`config.mk`:
```
export PLATFORM = sky130hd
export DESIGN_NAME = dmem_arbiter
export DESIGN_NICKNAME = d
export VERILOG_FILES = /design/src/rtl/dmem_arb_pkg.sv /design/src/rtl/rr_arbiter_2.sv /design/src/rtl/dmem_arbiter.sv
export SDC_FILE = /design/constraint.sdc
export NUM_CORES = 1
export LEC_CHECK = 0
export CAP_MARGIN = 25
export CORE_MARGIN = 5
export CORE_UTILIZATION = 41
export CTS_BUF_LIST = sky130_fd_sc_hd__clkbuf_4 sky130_fd_sc_hd__clkbuf_8 sky130_fd_sc_hd__clkbuf_16
export DETAILED_ROUTE_END_ITERATION = 8
export PLACE_DENSITY = 0.89
export RECOVER_POWER = 50
export SLEW_MARGIN = 0
export SYNTH_ARGS = -nofsm -noshare
export SYNTH_HDL_FRONTEND = slang
export SYNTH_SLANG_ARGS = --single-unit
```
`constraint.sdc`:
```
create_clock -name clk_i -period 1.61 [get_ports clk_i]
set_input_delay 0.2415 -clock clk_i [delete_from_list [all_inputs] [get_ports clk_i]]
set_output_delay 0.2415 -clock clk_i [all_outputs]
set_load 0.01 [all_outputs]
```
`src/rtl/dmem_arb_pkg.sv`:
```
// Shared state encoding, widths and the address-legality check for the data-memory arbiter.
package dmem_arb_pkg;

  localparam int ADDR_W        = 32;
  localparam int DATA_W        = 32;
  localparam int MEM_BYTES_DEF = 128;

  typedef enum logic [1:0] {
    IDLE   = 2'd0,
    ACCESS = 2'd1,
    DONE   = 2'd2
  } state_t;

  // One captured access: who owns it, what it does, and whether it is illegal.
  typedef struct packed {
    logic              owner;
    logic              we;
    logic [ADDR_W-1:0] addr;
    logic [DATA_W-1:0] wdata;
    logic              err;
  } txn_t;

  // Word accesses only, and the whole word must fit inside the memory.
  function automatic logic addr_reject(input logic [ADDR_W-1:0] addr,
                                       input int unsigned       mem_bytes);
    return (addr[1:0] != 2'b00) || (addr > ADDR_W'(mem_bytes - 32'd4));
  endfunction

endpackage

```
`src/rtl/rr_arbiter_2.sv`:
```
// Two-way round-robin pick, purely combinational; contention goes to the side not granted last.
module rr_arbiter_2 (
  input  logic [1:0] req,
  input  logic       last,
  output logic [1:0] gnt
);

  always_comb begin
    gnt = 2'b00;
    unique case (req)
      2'b01:   gnt = 2'b01;
      2'b10:   gnt = 2'b10;
      2'b11:   gnt = last ? 2'b01 : 2'b10;
      default: gnt = 2'b00;
    endcase
  end

endmodule

```
`src/rtl/dmem_arbiter.sv`:
```
// Shares one data-memory port between two requesters: gnt in T, memory strobe in T+1, done in T+2.
// Requests wait (held by the requester) while the FSM is busy; one access per 3 cycles at most.
module dmem_arbiter
  import dmem_arb_pkg::*;
#(
  parameter int MEM_BYTES = MEM_BYTES_DEF
) (
  input  logic              clk_i,
  input  logic              rst_i,
  input  logic              m0_req_i,
  input  logic              m0_we_i,
  input  logic [ADDR_W-1:0] m0_addr_i,
  input  logic [DATA_W-1:0] m0_wdata_i,
  output logic              m0_gnt_o,
  output logic              m0_done_o,
  output logic [DATA_W-1:0] m0_rdata_o,
  output logic              m0_err_o,
  input  logic              m1_req_i,
  input  logic              m1_we_i,
  input  logic [ADDR_W-1:0] m1_addr_i,
  input  logic [DATA_W-1:0] m1_wdata_i,
  output logic              m1_gnt_o,
  output logic              m1_done_o,
  output logic [DATA_W-1:0] m1_rdata_o,
  output logic              m1_err_o,
  output logic [ADDR_W-1:0] mem_addr_o,
  output logic [DATA_W-1:0] mem_data_o,
  output logic              mem_read_o,
  output logic              mem_write_o,
  input  logic [DATA_W-1:0] mem_rdata_i
);

  state_t            state_q, state_d;
  logic [1:0]        req;
  logic [1:0]        arb_gnt;
  logic [1:0]        gnt;
  logic              last_q;
  txn_t              txn_q, txn_new;
  logic [1:0]        done_q;
  logic [1:0]        err_q;
  logic [DATA_W-1:0] rdata0_q, rdata1_q;
  logic [DATA_W-1:0] rd_val;

  assign req = {m1_req_i, m0_req_i};

  rr_arbiter_2 u_rr (
    .req  (req),
    .last (last_q),
    .gnt  (arb_gnt)
  );

  // Grants only leave the block while idle and out of reset.
  always_comb begin
    gnt = 2'b00;
    if ((state_q == IDLE) && !rst_i) gnt = arb_gnt;
  end

  assign m0_gnt_o = gnt[0];
  assign m1_gnt_o = gnt[1];

  always_comb begin
    txn_new       = '0;
    txn_new.owner = gnt[1];
    if (gnt[1]) begin
      txn_new.we    = m1_we_i;
      txn_new.addr  = m1_addr_i;
      txn_new.wdata = m1_wdata_i;
    end else begin
      txn_new.we    = m0_we_i;
      txn_new.addr  = m0_addr_i;
      txn_new.wdata = m0_wdata_i;
    end
    txn_new.err = addr_reject(txn_new.addr, MEM_BYTES);
  end

  always_ff @(posedge clk_i) begin
    if (rst_i) state_q <= IDLE;
    else       state_q <= state_d;
  end

  // Strobes depend only on state, so a write in flight when reset hits still lands.
  always_comb begin
    state_d     = state_q;
    mem_read_o  = 1'b0;
    mem_write_o = 1'b0;
    unique case (state_q)
      IDLE: begin
        if (gnt != 2'b00) state_d = ACCESS;
      end
      ACCESS: begin
        state_d = DONE;
        if (!txn_q.err) begin
          mem_read_o  = !txn_q.we;
          mem_write_o = txn_q.we;
        end
      end
      DONE: begin
        state_d = IDLE;
      end
      default: begin
        state_d = IDLE;
      end
    endcase
  end

  assign mem_addr_o = txn_q.addr;
  assign mem_data_o = txn_q.wdata;
  assign rd_val     = txn_q.err ? '0 : mem_rdata_i;

  always_ff @(posedge clk_i) begin
    if (rst_i) begin
      last_q   <= 1'b1;
      txn_q    <= '0;
      done_q   <= 2'b00;
      err_q    <= 2'b00;
      rdata0_q <= '0;
      rdata1_q <= '0;
    end else begin
      done_q <= 2'b00;
      err_q  <= 2'b00;
      if (gnt != 2'b00) begin
        last_q <= gnt[1];
        txn_q  <= txn_new;
      end
      if (state_q == ACCESS) begin
        done_q[txn_q.owner] <= 1'b1;
        err_q[txn_q.owner]  <= txn_q.err;
        // Writes leave the owner's last read data untouched; rejects report zero.
        if (txn_q.err || !txn_q.we) begin
          if (txn_q.owner) rdata1_q <= rd_val;
          else             rdata0_q <= rd_val;
        end
      end
    end
  end

  assign m0_done_o  = done_q[0];
  assign m1_done_o  = done_q[1];
  assign m0_err_o   = err_q[0];
  assign m1_err_o   = err_q[1];
  assign m0_rdata_o = rdata0_q;
  assign m1_rdata_o = rdata1_q;

endmodule

```
==> qor.yml <==
status: "complete, no violations"
clock.fmax_mhz: 635
drv_slew: 0
grt_pass1_vias: 6001
drv_cap: 0
ys_types: 31
diodes: 0
rsz0062_at_grt: "yes"
numPortBuffers: 301
num_io_pins: 302
core_um2: 14600
antenna_found_initial: 0
startpoint: "m1_rdata_o[22]"
crit_fanout: 2
gr-total-overflow: 0
synth_fp_nets: 903
drtAntennaViolNets: 0
place_area_um2: 9110
num_rows: 44
period_share_pct: 97.8
max-slew-margin-rel_pct: 61.5
path_cells: "clkdlybuf4s50_1"
path_depth: 1
ys_seq_area_share_pct: 44.7
area_growth_pct: 59.8
cp-start-kind: "register"
crit_arrival_ns: 1.33
die_area_um2: 17600
grt_first_pass_wirelength_mm: 31.0
ff2ff_path_depth: 7
total_power_mw: 9.53
synth_ff_type: "dfxtp_1"
worst_path_max_delay_cell: "clkdlybuf4s50_1"
cts_tree: "built"
first_pass_iters: 5
syn_area_um2: 6190
synth_area_leaders: "dfxtp_1, mux2i_1, nand2_1"
fin_nets: 1148
gp_congestion: 0.863
numCtsBuffers: 17
setup_viol: 0
avgSynthCellArea_um2: 8.39
synth_async_sr_flop_share_pct: 0
grt_max_degree: 84
routedWlPerCell_um: 18.0
track_usage_pct: 22.0
drive_above_1_share_pct: 10.5
start_util_pct: 42.2
yosysTopAreaCellShare_pct: 44.7
cp_top_family: "buffers and inverters"
root_buffer: "clkbuf_16"
r2r_end: "mem_addr_o[25]"
path_clk_slew_ns: 0.06
clock_latency_ns: 0.41
clock_sinks: 138
crit_required_ns: 1.37
clock_path_buffers: 2
regToRegStartpoint: "state_q[0]"
routed_wl_mm: 21.2
yosysWarnings: 0
htreeDepth: 4
vias: 6107
finClkSkew_ns: 0.0120
final-hold-violation-count: 0
r2r_setup_slack_ns: 0.05
postLayoutCellArea_um2: 9890
fp.dieW_um: 133
die_h_um: 133
drt_first_iter_violations: 291
crit_end: "m1_rdata_o[22]"
ys_ff_latch: 138
ir_worst_vdd_mv: 0.632
fin_crit_ns: 1.57
yosys.area.top_type: "dfxtp_1"
hp-class: "primary input to register"
worst-slew-pin-transition_ns: 0.577
vias_per_cell: 5.19
post-dp-hpwl_mm: 15.2
p_leak_nw: 3.99
power_density_nw_per_um2: 964
critPathMaxStageDelay_ns: 0.59
path_buf_inv: 1
synth-edff-count: 0
drcViolationCount: 0
cp-end-kind: "output port"
syn_inst: 737
critical_path_class: "register to output port"
[registers in the layout (all words and copies together), names as in the netlist]
signal and cells:
m0_rdata_o 32, m1_rdata_o 32, mem_addr_o 32, mem_data_o 32
txn_q 3, done_q 2, err_q 2, state_q 2
last_q 1
[worst min-delay path by stage]
stage | cells past startpoint | from | slack (ns) | to
3_3_place_gp | 2 | m1_rdata_o[23] | 0.44 | m1_rdata_o[23]
6_report | 3 | m1_wdata_i[30] | 0.42 | mem_data_o[30]
5_1_grt | 3 | m1_wdata_i[13] | 0.41 | mem_data_o[13]
2_1_floorplan | 2 | m1_addr_i[19] | 0.40 | mem_addr_o[19]
4_1_cts | 3 | m1_wdata_i[26] | 0.40 | mem_data_o[26]
3_5_place_dp | 2 | m1_rdata_o[0] | 0.45 | m1_rdata_o[0]
[tightest hold or removal path: cells and delay by family]
family	cells	cell delay, ns
buffers and inverters	1	0.40
AND/OR/NAND/NOR	1	0.10
AO/OA/AOI/OAI	1	0.05
[per-stage QoR]
step                util, %  setup TNS (ns)  hold slack (ns)  setup WS, ns  instances
finish                 67.5               0            0.415        0.0362       1177
global route           67.5         -0.0535            0.411       -0.0231       1177
CTS                    66.6         -0.0252            0.404       -0.0139       1176
detailed placement     62.2          -15.46            0.446        -0.361       1142
global placement       62.2          -11.01            0.441        -0.314       1142
floorplan                 -               0            0.400         0.128        737
[per-layer routing]
layer	global-route usage (%)	up-vias	share of wire, %
met5	0	-	0
met4	8.60	0	2.3
met3	7.44	35	8.8
met2	39.4	280	51
met1	23.7	2864	38
li1	-	2928	-
[logic make-up after synthesis]
group	after synthesis	share of synthesized area (%)
compound gates	137	14.2
buf+inv	122	11.9
mux	56	9.06
simple gates	284	20.1
flops	138	44.7
[what timing repair did]
item                                    CTS  global route
buffers inserted                          4             0
pin swaps                                 2             8
cloned                                    0             2
hold buffers                              0             0
endpoints found under the setup margin    5            63
resized for setup                        30            24
[cell usage after synthesis (2+ instances only)]
library cell / n
clkbuf_1: 30
buf_2: 23
inv_1: 3
nand4_1: 2
a211oi_1: 56
buf_4: 65
nand3_1: 5
a311oi_1: 9
nor2b_1: 34
and2_1: 3
dfxtp_1: 138
nor4_1: 12
and3_1: 2
nand2_1: 147
nor3_1: 2
nand2b_1: 3
nor2_1: 69
mux2i_1: 56
a21oi_1: 66
[final cells by class]
type	count	area, µm²
inverters	3	11.3
clock inverters	7	91.3
clock buffers	23	495
fillers	1132	4760
flip-flops and latches	138	2770
multi-input cells	477	2780
well taps	184	230
repair buffers	345	3510
[layout by cell type (no fill, tap or decap), types with 2 or more instances in the layout]
cell type / n
a311oi_1: 8
buf_4: 31
dfxtp_1: 136
buf_12: 7
clkinv_2: 3
clkbuf_8: 4
inv_2: 2
clkbuf_4: 2
and2_1: 2
nor3_4: 2
nand4_1: 2
nand2_1: 146
a211oi_1: 47
and3_1: 2
dlymetal6s2s_1: 6
clkbuf_16: 19
nor2b_1: 34
clkdlybuf4s50_1: 289
nand3_1: 5
mux2i_1: 56
a211oi_2: 9
buf_6: 6
a21oi_1: 66
dfxtp_2: 2
nor2_1: 68
nand2b_1: 2
nor4_1: 12
bufinv_16: 2
[where the power goes]
part	total [mW]	leakage (nW)	switching [mW]	internal, mW
combinational	1.94	2.58	0.860	1.08
sequential	3.75	1.13	0.120	3.63
clock	3.84	0.292	1.39	2.46
total	9.53	3.99	2.37	7.16
No activity file was read; power rests on OpenSTA's default activity.
